<file path="src/rtl/wb_registered_intercon.sv">
// Registered Wishbone 1:N interconnect: one upstream request is decoded on the upper
// address bits and forwarded to a single downstream target. Every output comes from a flop.
module wb_registered_intercon #(
    parameter int NUM_TARGETS    = 4,
    parameter int ADDR_WIDTH     = 15,
    parameter int SUB_ADDR_WIDTH = 13,
    parameter int DATA_WIDTH     = 32,
    parameter int TIMEOUT        = 255
) (
    input  logic                                    wb_clk_i,
    input  logic                                    wb_rstn_i,
    input  logic                                    clock_enabled_i,
    input  logic                                    wb_cyc_i,
    input  logic                                    wb_stb_i,
    input  logic                                    wb_we_i,
    input  logic [ADDR_WIDTH-1:0]                   wb_adr_i,
    input  logic [DATA_WIDTH-1:0]                   wb_dat_i,
    input  logic [DATA_WIDTH/8-1:0]                 wb_sel_i,
    output logic [DATA_WIDTH-1:0]                   wb_dat_o,
    output logic                                    wb_ack_o,
    output logic                                    wb_err_o,
    output logic                                    wb_rty_o,
    output logic [NUM_TARGETS-1:0]                  m_cyc_o,
    output logic [NUM_TARGETS-1:0]                  m_stb_o,
    output logic [NUM_TARGETS-1:0]                  m_we_o,
    output logic [NUM_TARGETS*SUB_ADDR_WIDTH-1:0]   m_adr_o,
    output logic [NUM_TARGETS*DATA_WIDTH-1:0]       m_dat_o,
    output logic [NUM_TARGETS*DATA_WIDTH/8-1:0]     m_sel_o,
    input  logic [NUM_TARGETS*DATA_WIDTH-1:0]       m_dat_i,
    input  logic [NUM_TARGETS-1:0]                  m_ack_i,
    input  logic [NUM_TARGETS-1:0]                  m_err_i,
    output logic [7:0]                              err_cnt_o
);

    localparam int TW = ADDR_WIDTH - SUB_ADDR_WIDTH;
    localparam int SW = DATA_WIDTH / 8;
    localparam int CW = (TIMEOUT > 0) ? $clog2(TIMEOUT + 1) : 1;

    typedef enum logic [1:0] {IDLE, ISSUE, WAIT, FINISH} state_t;

    state_t                              state_q, state_d;
    logic [TW-1:0]                       tgt_q, tgt_d;
    logic [SUB_ADDR_WIDTH-1:0]           sub_q, sub_d;
    logic                                we_q, we_d;
    logic [SW-1:0]                       sel_q, sel_d;
    logic [DATA_WIDTH-1:0]               wdat_q, wdat_d;
    logic [CW-1:0]                       cnt_q, cnt_d;
    logic [NUM_TARGETS-1:0]              m_cyc_q, m_cyc_d;
    logic [NUM_TARGETS-1:0]              m_we_q, m_we_d;
    logic [NUM_TARGETS*SUB_ADDR_WIDTH-1:0] m_adr_q, m_adr_d;
    logic [NUM_TARGETS*DATA_WIDTH-1:0]   m_dat_q, m_dat_d;
    logic [NUM_TARGETS*SW-1:0]           m_sel_q, m_sel_d;
    logic                                ack_q, ack_d;
    logic                                err_q, err_d;
    logic [DATA_WIDTH-1:0]               rdat_q, rdat_d;
    logic [7:0]                          err_cnt_q, err_cnt_d;

    logic [TW-1:0]                       req_tgt;
    logic                                req, mapped, tmo;
    logic                                t_ack, t_err;
    logic [DATA_WIDTH-1:0]               t_dat;

    assign req     = wb_cyc_i & wb_stb_i;
    assign req_tgt = wb_adr_i[ADDR_WIDTH-1:SUB_ADDR_WIDTH];
    assign mapped  = {1'b0, req_tgt} < (TW+1)'(NUM_TARGETS);
    assign tmo     = (TIMEOUT > 0) && (cnt_q == CW'(TIMEOUT - 1));

    // Only the latched target's terminations and read data are ever looked at.
    always_comb begin
        t_ack = 1'b0;
        t_err = 1'b0;
        t_dat = '0;
        for (int i = 0; i < NUM_TARGETS; i++) begin
            if (tgt_q == TW'(i)) begin
                t_ack = m_ack_i[i];
                t_err = m_err_i[i];
                t_dat = m_dat_i[i*DATA_WIDTH +: DATA_WIDTH];
            end
        end
    end

    always_ff @(posedge wb_clk_i or negedge wb_rstn_i) begin
        if (!wb_rstn_i) state_q <= IDLE;
        else            state_q <= state_d;
    end

    always_comb begin
        state_d = state_q;
        case (state_q)
            IDLE:   if (req) state_d = (!clock_enabled_i || !mapped) ? FINISH : ISSUE;
            ISSUE:  state_d = wb_cyc_i ? WAIT : IDLE;
            WAIT:   if (!wb_cyc_i) state_d = IDLE;
                    else if (t_ack || t_err || tmo) state_d = FINISH;
            FINISH: state_d = IDLE;
            default: state_d = IDLE;
        endcase
    end

    always_comb begin
        tgt_d  = tgt_q;
        sub_d  = sub_q;
        we_d   = we_q;
        sel_d  = sel_q;
        wdat_d = wdat_q;
        cnt_d  = '0;
        ack_d  = 1'b0;
        err_d  = 1'b0;
        rdat_d = '0;
        case (state_q)
            IDLE: if (req) begin
                tgt_d  = req_tgt;
                sub_d  = wb_adr_i[SUB_ADDR_WIDTH-1:0];
                we_d   = wb_we_i;
                sel_d  = wb_sel_i;
                wdat_d = wb_we_i ? wb_dat_i : '0;
                // An unmapped address is an error even when the target side is asleep.
                if (!mapped)               err_d = 1'b1;
                else if (!clock_enabled_i) ack_d = 1'b1;
            end
            WAIT: if (wb_cyc_i) begin
                cnt_d = cnt_q + 1'b1;
                if (t_err || t_ack) begin
                    err_d  = t_err;
                    ack_d  = ~t_err;
                    rdat_d = we_q ? '0 : t_dat;
                end else if (tmo) begin
                    err_d = 1'b1;
                end
            end
            default: ;
        endcase

        m_cyc_d = '0;
        m_we_d  = '0;
        m_adr_d = '0;
        m_dat_d = '0;
        m_sel_d = '0;
        for (int i = 0; i < NUM_TARGETS; i++) begin
            if ((state_d == ISSUE || state_d == WAIT) && tgt_d == TW'(i)) begin
                m_cyc_d[i] = (state_d == WAIT);
                m_we_d[i]  = we_d;
                m_adr_d[i*SUB_ADDR_WIDTH +: SUB_ADDR_WIDTH] = sub_d;
                m_dat_d[i*DATA_WIDTH +: DATA_WIDTH]         = wdat_d;
                m_sel_d[i*SW +: SW]                         = sel_d;
            end
        end

        err_cnt_d = (err_d && err_cnt_q != 8'hFF) ? err_cnt_q + 8'd1 : err_cnt_q;
    end

    always_ff @(posedge wb_clk_i or negedge wb_rstn_i) begin
        if (!wb_rstn_i) begin
            tgt_q     <= '0;
            sub_q     <= '0;
            we_q      <= 1'b0;
            sel_q     <= '0;
            wdat_q    <= '0;
            cnt_q     <= '0;
            m_cyc_q   <= '0;
            m_we_q    <= '0;
            m_adr_q   <= '0;
            m_dat_q   <= '0;
            m_sel_q   <= '0;
            ack_q     <= 1'b0;
            err_q     <= 1'b0;
            rdat_q    <= '0;
            err_cnt_q <= '0;
        end else begin
            tgt_q     <= tgt_d;
            sub_q     <= sub_d;
            we_q      <= we_d;
            sel_q     <= sel_d;
            wdat_q    <= wdat_d;
            cnt_q     <= cnt_d;
            m_cyc_q   <= m_cyc_d;
            m_we_q    <= m_we_d;
            m_adr_q   <= m_adr_d;
            m_dat_q   <= m_dat_d;
            m_sel_q   <= m_sel_d;
            ack_q     <= ack_d;
            err_q     <= err_d;
            rdat_q    <= rdat_d;
            err_cnt_q <= err_cnt_d;
        end
    end

    assign wb_dat_o  = rdat_q;
    assign wb_ack_o  = ack_q;
    assign wb_err_o  = err_q;
    assign wb_rty_o  = 1'b0;
    assign m_cyc_o   = m_cyc_q;
    assign m_stb_o   = m_cyc_q;
    assign m_we_o    = m_we_q;
    assign m_adr_o   = m_adr_q;
    assign m_dat_o   = m_dat_q;
    assign m_sel_o   = m_sel_q;
    assign err_cnt_o = err_cnt_q;

endmodule

</file>
<file path="config.mk">
export PLATFORM = sky130hd
export DESIGN_NAME = wb_registered_intercon
export DESIGN_NICKNAME = d
export VERILOG_FILES = /design/src/rtl/wb_registered_intercon.sv
export SDC_FILE = /design/constraint.sdc
export NUM_CORES = 1
export LEC_CHECK = 0
export ABC_AREA = 1
export CORE_UTILIZATION = 26
export DETAILED_ROUTE_END_ITERATION = 10
export DONT_BUFFER_PORTS = 1
export GPL_TIMING_DRIVEN = 0
export PLACE_DENSITY = 0.44
export SLEW_MARGIN = 20
export SYNTH_ARGS = -nofsm -noshare
export SYNTH_HDL_FRONTEND = slang
export SYNTH_SLANG_ARGS = --single-unit
</file>
<file path="constraint.sdc">
create_clock -name wb_clk_i -period 2.49 [get_ports wb_clk_i]
set_input_delay 0.498 -clock wb_clk_i [delete_from_list [all_inputs] [get_ports wb_clk_i]]
set_output_delay 0.498 -clock wb_clk_i [all_outputs]
set_load 0.005 [all_outputs]
</file>
# Yosys cells after proc, flatten, opt, wreduce, memory -nomap -nowiden
# Cells that the tools add are included.
word_totals:
  regBits: 308
  elab_cells: 108
  out_inout_bits: 251
op_classes:
  n_bitwise: 2
  n_mux: 64
  n_eq_ne: 13
  reduce_logical: 11
  add_sub_neg: 2
ops:
  columns: ["cell", "n"]
  rows:
  - ["32-bit 2-to-1 mux", 15]
  - ["13-bit 2-to-1 mux", 6]
  - ["1-bit 2-to-1 mux", 26]
  - ["4-bit 2-to-1 mux", 6]
  - ["8-bit by 1-bit adder with 8-bit output, second input constant", 2]
  - ["8-bit 2-to-1 mux", 2]
  - ["2-bit == test, second input constant", 7]
  - ["2-bit 2-to-1 mux", 7]
  - ["2-bit by 1-bit == test with 1-bit output, second input constant", 4]
  - ["8-bit == test, second input constant", 1]
  - ["8-bit inequality test, second input constant", 1]
  - ["2-bit one-hot mux with 4 select lines", 1]
  - ["2-bit zero test", 3]
  - ["1-bit logical AND", 5]
  - ["1-bit logical OR", 3]
  - ["1-bit one-hot mux with 2 select lines", 1]
  - ["1-bit bitwise AND", 1]
  - ["1-bit NOT", 1]

# Depth between registers and ports, before layout
# Gate-level depths: netlist of the first run.
depth:
  word_depth: 14
  depth_mapped: 14

# Worst setup path before layout of the first run
# No wires, ideal clock.
synth_path:
  kind: "register to register"
  startpoint: "reg tgt_q[1]"
  endpoint: "reg m_dat_q[10], in the netlist m_dat_o[10]"
  path_stages_with_launch: 15
  period_less_slack_ps: 2101
  path_slack_ps: 389
  setup_ps: 74
  arrival_ps: 2027
  path_buffers: 2
  cell_sequence: "dfrtp_1 > nor2_1 > buf_4 > nand2_1 > nand3_1 > nand2_1 > nand2_1 > nand2_1 > nand3_1 > inv_1 > ha_1 > inv_1 > nand3_2 > buf_2 > nor2_1"
synth_between:
  elab_chain_cells: 14
  elab_cells_between_ends: 25
  classes_between: "eq/ne (5); mux (14); reduce/logical (6)"
synth_lines:
  columns: ["element", "line_no", "rtl"]
  rows:
  - ["start, declared", "42", "logic [TW-1:0] tgt_q, tgt_d;"]
  - ["start signal, assigned", "169", "tgt_q <= tgt_d;"]
  - ["2-bit zero test", "74", "if (tgt_q == TW'(i)) begin"]
  - ["1-bit 2-to-1 mux (4 in a row)", "74", null]
  - ["1-bit logical OR (*) (2 in a row)", "93", "else if (t_ack || t_err || tmo) state_d = FINISH;"]
  - ["2-bit 2-to-1 mux (*)", "93", null]
  - ["2-bit 2-to-1 mux (*)", "92", "WAIT: if (!wb_cyc_i) state_d = IDLE;"]
  - ["2-bit one-hot mux with 4 select lines (*)", "89", "case (state_q)"]
  - ["named net state_d[0]", "41", "state_t state_q, state_d;"]
  - ["2-bit by 1-bit == test with 1-bit output / 2-bit == test (equally long branches)", "139", "if ((state_d == ISSUE || state_d == WAIT) && tgt_d == TW'(i)) begin"]
  - ["1-bit logical OR (*)", "139", null]
  - ["1-bit logical AND (*)", "139", null]
  - ["32-bit 2-to-1 mux (*)", "139", null]
  - ["named net m_dat_d[10]", "51", "logic [NUM_TARGETS*DATA_WIDTH-1:0] m_dat_q, m_dat_d;"]
  - ["end signal, assigned", "178", "m_dat_q <= m_dat_d;"]
  - ["end, declared", "51", null]
# The timed path passes the listed nets; every way through them passes the cells marked *.
# A chain may end at the register's enable or synchronous reset.

# Worst setup path after layout of the first run
layout_path:
  startpoint: "reg tgt_q[1]"
  endpoint: "reg m_dat_q[107], in the netlist m_dat_o[107]"
# Same word-level chain as after synthesis.

==> metrics.csv, run 1 <==
stage;metric;value;unit
synthesis;yosys-top-cells-count;308 x dfrtp_1, 263 x nor2_1, 104 x nand2_1;
sta;hold_viol_final;308;
floorplan;core;42100;µm²
clocking;cts.path.max_buffers;3;
clocking;cts_root_buffer;clkbuf_16;
sta;period_minus_slack;2.36;ns
routing;ant_nets;0;
synthesis;ys_seq_area_share;69.0;%
pwr;vdd_drop_max;518;µV
sta;setup_viol;0;
placed_design;dpl.hpwl;26000;µm
routing;num_vias;7597;
floorplan;start_util;26.5;%
synthesis;syn_area;11200;µm²
global_route;antenna_found_initial;1;
layout;syn_to_final_growth;20.2;%
worst_setup_path;crit_slowest_cell;dfrtp_2;
worst_setup_path;regToRegStartpoint;tgt_q[1];
hold_path;hp-class;in2async;
synthesis;yosysMostFrequentCell;dfrtp_1;
routing;vias_per_cell;4.58;
floorplan;top_level_ports;444;
sta;rsz0062_at_grt;no;
global_route;track_usage;16.9;%
floorplan;die_area;43800;µm²
floorplan;die_h;209;µm
layout;layoutNonFillerInstCount;1658;
sta;tightestPinTransition;0.925;ns
routing;drt-initial-drc-count;472;
synthesis;syn_nets;1239;
clocking;cts_tree;yes;
layout;fill_cells;4352;
clocking;numCtsBuffers;36;
synthesis;synth_area_leaders;dfrtp_1 69%, nor2_1 8.8%, nand2_1 3.5%, inv_1 2.7%, o21ai_0 2.6%;
layout;layout-drive-gt1-share;14.2;%
pwr;power.density;1230;nW/µm²
placed_design;gp_congestion;0.788;
status;status;complete, but fails checks;
clocking;ctsHtreeMaxLevel;2;
clocking;clkTransAtPathRegs;0.06;ns
routing;wl_per_cell;22.4;µm
worst_setup_path;path_class;reg2reg;
global_route;gr-total-overflow;0;
routing;finalWirelength;37200;µm
worst_setup_path;required;2.93;ns
worst_setup_path;path_max_fanout;10;
placed_design;dp_cells;1581;
sta;slew_headroom;37.7;%
worst_setup_path;rrSetupSlack;0.13;ns
worst_setup_path;critPathCaptureType;flop;
worst_setup_path;worst_path_largest_cell_delay;0.44;ns
layout;multiInputGateArea;2850;µm²
worst_setup_path;timing.rr.end;m_dat_o[107];
sta;post-route-period-util;94.9;%
sta;layout_setup_ws;0.126;ns
layout;nets;1289;
synthesis;synth_top_area_cell;dfrtp_1;
routing;drtPass1Iterations;4;
floorplan;rows;75;
floorplan;die_w;209;µm
synthesis;ys_ff_latch;308;
worst_setup_path;reg2regPathDepth;13;
synthesis;synth.top_cell.area_share;69.0;%
synthesis;yosysWarnings;0;
synthesis;syn_inst;1042;
clocking;cts.sinks;308;
placed_design;io_buffer_count;0;
layout;seq_area;7710;µm²
global_route;grt_pass1_wl;53900;µm
global_route;first_global_vias;8062;
layout;finish.utilization;31.8;%
sta;skew;0.0149;ns
status;violations;hold timing;
synthesis;synth_edf_count;0;
sta;max_clock_freq;423;MHz
layout;num_antenna_cells;0;
synthesis;synthDistinctLibCells;33;
flow_run;maxCapViolations;0;
clocking;clkLatencyLatePin;0.55;ns
synthesis;async_reset_ff_share;100;%
global_route;grt_max_degree;309;
worst_setup_path;start_kind;flop;
worst_setup_path;cp.arrival;2.80;ns
pwr;p_leak;6.64;nW
worst_setup_path;crit_chain;buf_6 > nand2_1 > or2_2 > nand2_2 > nand2_2 > nand2_4 > nand3_2 > inv_2 > ha_4 > inv_6 > nand3_4 > buf_6 > nor2_1;
sta;hold_ws;-0.352;ns
placed_design;dp_slack;-0.794;ns
synthesis;synthFlopType;dfrtp_1;
synthesis;avgSynthCellArea;10.7;µm²
sta;slew_viol_final;0;
routing;drc;0;
repair_timing:
action / CTS / global route
buffers inserted: 9 / 1
gates resized for setup: 47 / 11
gates cloned: 3 / 0
hold endpoints to repair: 308 / 308
setup endpoints to repair: 204 / 197
pin swaps: 3 / 1
placed cells by master, fill, tap and decap left out, types with 18 or more instances in the layout:
| cell type | n |
|---|---|
| dfrtp_1 | 306 |
| nor2_1 | 260 |
| nand2_1 | 100 |
| inv_1 | 78 |
| o21ai_0 | 55 |
| nand3_1 | 45 |
| clkbuf_16 | 36 |
| a22oi_1 | 32 |
| clkbuf_1 | 24 |
| nor3_1 | 21 |
| or2_2 | 18 |
registers in the layout, summed over array words and instances, names as in the netlist, 4 cells and up:
name and flops:
err_cnt_o 8, sub_q 13, m_sel_o 16, wdat_q 32
cnt_q 8, m_we_o 4, m_dat_o 128, m_adr_o 52
m_cyc_o 4, wb_dat_o 32, sel_q 4
routing by layer:
| layer | vias to the layer above | share of wire [%] | track usage (%) |
|---|---|---|---|
| li1 | 3392 | - | - |
| met1 | 3772 | 38 | 18.9 |
| met2 | 365 | 49 | 28.8 |
| met3 | 66 | 9.8 | 6.67 |
| met4 | 2 | 3.1 | 6.72 |
| met5 | - | 0.027 | 0 |
power by group:
group / switching (mW) / leakage, nW / internal (mW)
Clock: 2.18 / 0.578 / 3.15
Combinational: 3.00 / 1.88 / 1.52
Sequential: 0.628 / 4.18 / 6.05
final cells by class:
cell class | instances | share of cell area (%)
Buffer | 58 | 3.27
Clock buffer | 50 | 7.40
Clock inverter | 15 | 1.48
Inverter | 85 | 2.45
Multi-Input combinational cell | 590 | 21.3
Sequential cell | 308 | 57.5
Tap cell | 539 | 5.03
Timing Repair Buffer | 13 | 1.63
logic make-up after synthesis:
| kind of cell | share of synthesized area [%] |
|---|---|
| AND/OR/NAND/NOR | 17.5 |
| flip-flops | 69.0 |
| buffers and inverters | 6.06 |
| AO/OA/AOI/OAI | 6.40 |
| XOR/XNOR | 0.549 |
| adder cells (fa/ha/maj) | 0.448 |
| other | 0.0336 |
worst max-delay path: cells and delay by family (launching register included):
kind                       cells  cell delay (ns)
DFF                            1             0.44
adders and majority gates      1             0.21
buffers and inverters          4             0.49
and+or+nand+nor                8             1.10
stage by stage:
| step | setup TNS, ns | area (µm²) | total power [mW] |
|---|---|---|---|
| after floorplan | 0 | 11200 | 9.24 |
| after global placement | -101.01 | 11800 | 10.8 |
| after detailed placement | -119.03 | 11800 | 10.9 |
| after CTS | 0 | 13400 | 16.8 |
| after global routing | 0 | 13400 | 17.5 |
| final | 0 | 13400 | 16.5 |
how the worst max path moves through the flow:
| stage | start | end | depth (start not counted) |
|---|---|---|---|
| detailed placement | tgt_q[0] | m_adr_o[14] | 13 |
| CTS | tgt_q[1] | m_dat_o[105] | 14 |
| floorplan | tgt_q[1] | m_dat_o[10] | 14 |
| finish | tgt_q[1] | m_dat_o[107] | 13 |
| global route | tgt_q[1] | m_dat_o[98] | 14 |
| global placement | tgt_q[0] | m_adr_o[14] | 13 |
No activity file was read; power rests on OpenSTA's default activity.
==> inputs of run 2 (changes only) <==
--- a/config.mk
+++ b/config.mk
@@ -6,11 +6,12 @@
 export NUM_CORES = 1
 export LEC_CHECK = 0
 export ABC_AREA = 1
-export CORE_UTILIZATION = 26
+export CORE_AREA = 2 2 174 176
 export DETAILED_ROUTE_END_ITERATION = 10
+export DIE_AREA = 0 0 176 178
 export DONT_BUFFER_PORTS = 1
 export GPL_TIMING_DRIVEN = 0
-export PLACE_DENSITY = 0.44
+export PLACE_DENSITY = 0.57
 export SLEW_MARGIN = 20
 export SYNTH_ARGS = -nofsm -noshare
 export SYNTH_HDL_FRONTEND = slang
==> run 2 against run 1 <==
  * The run still ends with hold timing left
  * Global-route usage grew 3.6 points
  * Final cell count is 9.7% lower
  * Register-to-register slack improved by 0.03 ns
  * Die area decreased by 28%
  * Utilization rose by 12 points
  * Sequential power about the same
  * Clock skew about the same
  * Power decreased by 6.3%
  * Maximum frequency rose by 1.1%
  * Setup slack gained 0.026 ns
  * Flip-flop and latch count did not move
==> metrics.csv, run 2 (synthesized netlist as in run 1, its figures left out) <==
stage;metric;value;unit
sta;setup_tns;0;ns
floorplan;start_util;38.0;%
sta;setup_viol;0;
global_route;antenna_found_initial;1;
sta;max_clock_freq;428;MHz
layout;largest_reg_flops;128;
clocking;numCtsBuffers;31;
routing;ant_nets;0;
sta;tightestPinTransition;0.800;ns
clocking;ctsHtreeMaxLevel;1;
clocking;cts.path.max_buffers;3;
clocking;clkLatencyLatePin;0.56;ns
clocking;clkTransAtPathRegs;0.06;ns
clocking;cts_tree;yes;
worst_setup_path;required;2.96;ns
worst_setup_path;cp.arrival;2.81;ns
placed_design;dp_slack;-0.530;ns
layout;layout-drive-gt1-share;14.3;%
placed_design;dpl_cell_area;11700;µm²
layout;num_antenna_cells;0;
worst_setup_path;path_class;reg2reg;
floorplan;core;29400;µm²
worst_setup_path;critPathCaptureType;flop;
layout;fill_cells;2823;
sta;rsz0062_at_grt;no;
sta;hold_ws;-0.366;ns
floorplan;rows;63;
pwr;vdd_drop_max;538;µV
placed_design;dp_cells;1432;
routing;finalWirelength;33200;µm
floorplan;die_h;178;µm
pwr;power.density;1200;nW/µm²
layout;syn_to_final_growth;16.0;%
layout;finalInstanceArea;12900;µm²
routing;vias_per_cell;5.02;
clocking;cts.sinks;308;
flow_run;maxCapViolations;0;
placed_design;io_buffer_count;0;
status;status;complete, but fails checks;
routing;drc;0;
layout;seq_area;7710;µm²
global_route;grt_max_degree;309;
global_route;first_global_vias;7729;
floorplan;top_level_ports;444;
sta;slew_headroom;46.1;%
layout;final_cell_mix;306 x dfrtp_1, 253 x nor2_1, 102 x nand2_1;
routing;drt-initial-drc-count;474;
routing;wl_per_cell;22.2;µm
sta;period_minus_slack;2.34;ns
sta;layout_setup_ws;0.152;ns
pwr;finalPower;15.5;mW
global_route;track_usage;20.6;%
sta;hold_viol_final;308;
placed_design;dpl.hpwl;23600;µm
sta;skew;0.0152;ns
routing;drtPass1Iterations;6;
sta;post-route-period-util;93.9;%
layout;layoutNonFillerInstCount;1497;
routing;num_vias;7511;
global_route;gr-total-overflow;0;
worst_setup_path;path_max_fanout;10;
clocking;cts_root_buffer;clkbuf_16;
pwr;p_leak;6.53;nW
placed_design;gp_congestion;0.827;
global_route;grt_pass1_wl;48400;µm
hold_path;hp-class;in2async;
sta;slew_viol_final;0;
worst_setup_path;start_kind;flop;
layout;finish.utilization;44.0;%
floorplan;die_area;31300;µm²
layout;multiInputGateArea;2850;µm²
layout;final_common_cell;dfrtp_1;
layout;nets;1280;
status;violations;hold timing;
floorplan;die_w;176;µm
run 2: cell types whose count changed in the layout (fill, tap and decap cells not counted), sizes merged:
cell      previous run  this run
clkbuf              65        55
buf                 56        51
clkinvlp             3         1
clkinv               7        15
inv                 87        84
run 2: routing by layer:
metal	vias up	track usage (%)	share of wire (%)	wire (µm)
li1	3368	-	-	-
met1	3719	23.3	36	12000
met2	357	35.7	50	16600
met3	65	8.25	11	3580
met4	2	6.37	3.0	998
met5	-	0	0.0060	2
run 2: area by class of cell:
| class | instances | area share, % |
|---|---|---|
| sequential | 308 | 59.5 |
| inverter | 85 | 2.52 |
| buffer | 58 | 3.23 |
| clock buffer | 39 | 6.69 |
| tap | 390 | 3.77 |
| timing repair buffer | 9 | 0.908 |
| multi-input combinational | 590 | 22.0 |
| clock inverter | 18 | 1.33 |
run 2: worst max-delay path, cell delays in order, from the launching register on:
cell,delay (ns)
dfrtp_2,0.45
buf_4,0.16
o21ai_0,0.18
nand3_2,0.12
nand2_1,0.12
nand2_2,0.08
nand2_4,0.10
nand3_2,0.07
inv_1,0.06
ha_1,0.25
inv_4,0.13
nand3_4,0.12
buf_4,0.18
buf_6,0.15
nor2_1,0.10
run 2: power breakdown:
| part | internal (mW) | total (mW) | switching (mW) |
|---|---|---|---|
| logic | 1.33 | 4.16 | 2.82 |
| clock network | 2.76 | 4.66 | 1.90 |
| registers | 6.05 | 6.68 | 0.628 |
| total | 10.1 | 15.5 | 5.35 |
run 2: timing repair:
action	CTS	global route
pin swaps	2	0
endpoints found under the setup margin	204	181
gates resized for setup	26	24
hold endpoints to repair	308	308
setup buffers	4	3
gates cloned	1	1
run 2: path summary, 6_finish.rpt:
check,slack (ns),endpoint,cells after the start,start
setup / recovery,0.15,m_dat_o[126],14,tgt_q[1]
hold / removal,-0.37,m_dat_o[38],0,wb_rstn_i
min in group wb_clk_i,0.06,wb_ack_o,1,clock_enabled_i
hold reg to reg,0.46,cnt_q[0],1,cnt_q[0]
max in group asynchronous,2.33,tgt_q[0],0,wb_rstn_i
setup reg to reg,0.15,m_dat_o[126],14,tgt_q[1]
==> inputs of run 3 (changes only) <==
--- a/config.mk
+++ b/config.mk
@@ -11,7 +11,7 @@
 export DIE_AREA = 0 0 176 178
 export DONT_BUFFER_PORTS = 1
 export GPL_TIMING_DRIVEN = 0
-export PLACE_DENSITY = 0.57
+export PLACE_DENSITY = 0.52
 export SLEW_MARGIN = 20
 export SYNTH_ARGS = -nofsm -noshare
 export SYNTH_HDL_FRONTEND = slang
==> run 3 against run 2 <==
  * The run still ends with hold timing left
  * Maximum frequency increased by 2.1%
  * Critical endpoint is now m_dat_o[69]
  * Critical path type unchanged
  * Final cell count increased by 0.67%
  * Non-clock buffer count increased by 5
  * Count of clock-buffer cells in the layout increased by 7
  * Wire length increased by 2.4%
  * Power increased by 2.2%
  * Largest power group unchanged
  * Largest cell class unchanged
  * Design area increased by 1.2%
==> metrics.csv, run 3 (synthesized netlist as in run 1, its figures left out) <==
stage;metric;value;unit
clocking;cts.sinks;308;
layout;layoutNonFillerInstCount;1507;
global_route;first_global_vias;7737;
placed_design;dp_cells;1432;
floorplan;die_h;178;µm
routing;ant_nets;0;
clocking;clkLatencyLatePin;0.50;ns
floorplan;core;29400;µm²
layout;seq_area;7710;µm²
placed_design;dpl_cell_area;11700;µm²
worst_setup_path;critPathCaptureType;flop;
sta;post-route-period-util;92.0;%
placed_design;dpl.hpwl;23700;µm
layout;largest_reg_flops;128;
clocking;cts.path.max_buffers;3;
floorplan;die_w;176;µm
clocking;ctsHtreeMaxLevel;2;
global_route;antenna_found_initial;6;
status;status;complete, but fails checks;
worst_setup_path;path_max_fanout;10;
routing;drtPass1Iterations;5;
floorplan;start_util;38.0;%
worst_setup_path;required;2.91;ns
pwr;finalPower;15.8;mW
sta;slew_headroom;47.8;%
pwr;p_leak;6.59;nW
worst_setup_path;start_kind;flop;
sta;hold_ws;-0.300;ns
layout;final_cell_mix;306 x dfrtp_1, 260 x nor2_1, 103 x nand2_1;
clocking;cts_root_buffer;clkbuf_16;
hold_path;hp-class;in2async;
layout;syn_to_final_growth;17.3;%
status;violations;hold timing;
sta;tightestPinTransition;0.775;ns
sta;setup_viol;0;
routing;drc;0;
global_route;gr-total-overflow;0;
clocking;cts_tree;yes;
worst_setup_path;regToRegStartpoint;tgt_q[1];
routing;num_vias;7572;
placed_design;gp_congestion;0.849;
routing;vias_per_cell;5.02;
clocking;clkTransAtPathRegs;0.06;ns
layout;finalInstanceArea;13100;µm²
worst_setup_path;reg2regPathDepth;15;
sta;slew_viol_final;0;
routing;finalWirelength;34000;µm
pwr;power.density;1210;nW/µm²
layout;layout-drive-gt1-share;13.6;%
global_route;grt_pass1_wl;48800;µm
routing;wl_per_cell;22.6;µm
sta;max_clock_freq;437;MHz
floorplan;rows;63;
clocking;numCtsBuffers;35;
pwr;vdd_drop_max;509;µV
layout;multiInputGateArea;2810;µm²
floorplan;die_area;31300;µm²
placed_design;io_buffer_count;0;
worst_setup_path;path_class;reg2reg;
sta;hold_viol_final;308;
layout;nets;1289;
global_route;track_usage;21.0;%
sta;period_minus_slack;2.29;ns
layout;fill_cells;2820;
global_route;grt_max_degree;309;
worst_setup_path;timing.rr.end;m_dat_o[69];
layout;final_common_cell;dfrtp_1;
worst_setup_path;rrSetupSlack;0.20;ns
flow_run;maxCapViolations;0;
sta;skew;0.0221;ns
worst_setup_path;cp.arrival;2.71;ns
routing;drt-initial-drc-count;425;
floorplan;top_level_ports;444;
[run 3: how the worst max path moves through the flow]
| stage | from | end |
|---|---|---|
| 6_report | tgt_q[1] | m_dat_o[69] |
| 5_1_grt | tgt_q[1] | m_adr_o[9] |
| 4_1_cts | tgt_q[0] | m_cyc_o[1] |
| 3_5_place_dp | tgt_q[0] | m_sel_o[2] |
| 3_3_place_gp | tgt_q[0] | m_sel_o[6] |
| 2_1_floorplan | tgt_q[1] | m_dat_o[10] |
[run 3: power breakdown]
| group | internal (mW) | switching, mW | total (mW) |
|---|---|---|---|
| logic | 1.53 | 2.85 | 4.38 |
| clock network | 2.78 | 1.97 | 4.75 |
| registers | 6.05 | 0.642 | 6.69 |
[run 3: what timing repair did]
action | CTS | global route
pin swaps | 2 | 2
endpoints found under the setup margin | 202 | 195
cloned | 1 | 4
setup buffers | 3 | 6
gates resized for setup | 12 | 44
endpoints found under the hold margin | 308 | 308
[run 3: area by class of cell]
cell class | count | area share (%)
sequential | 308 | 58.8
multi-input combinational | 590 | 21.5
clock buffer | 46 | 7.54
tap | 390 | 3.72
buffer | 58 | 3.53
inverter | 85 | 2.46
timing repair buffer | 14 | 1.78
clock inverter | 11 | 0.563
antenna | 5 | 0.0955
[run 3: stage by stage]
stage | setup TNS, ns | setup WS [ns] | hold WS [ns] | utilization (%)
after floorplan | 0 | 0.389 | 0.202 | -
after global placement | -35.32 | -0.344 | 0.212 | 39.6
after detailed placement | -44.39 | -0.387 | 0.218 | 39.6
after CTS | 0 | 0.000647 | -0.319 | 43.6
after global routing | -0.00167 | -0.00167 | -0.321 | 44.6
final | 0 | 0.200 | -0.300 | 44.6
[run 3: worst max-delay path, cell delays in order, from the launching register on]
cell and delay [ns]:
dfrtp_2 0.44, nor2_1 0.14, buf_4 0.14, nand2_1 0.05
nand3_1 0.10, nand2_1 0.08, nand2_1 0.10, nand2_2 0.06
nand3_1 0.09, inv_1 0.05, ha_1 0.32, inv_4 0.12
nand3_4 0.09, buf_4 0.18, buf_6 0.15, nor2_1 0.12
[run 3: layer usage]
| layer | global-route usage, % | vias up | part of all wire (%) |
|---|---|---|---|
| met4 | 10.6 | 2 | 5.2 |
| met3 | 7.27 | 104 | 8.9 |
| met2 | 35.1 | 345 | 49 |
| met5 | 0 | - | 0.038 |
| met1 | 24.0 | 3729 | 37 |
| li1 | - | 3392 | - |
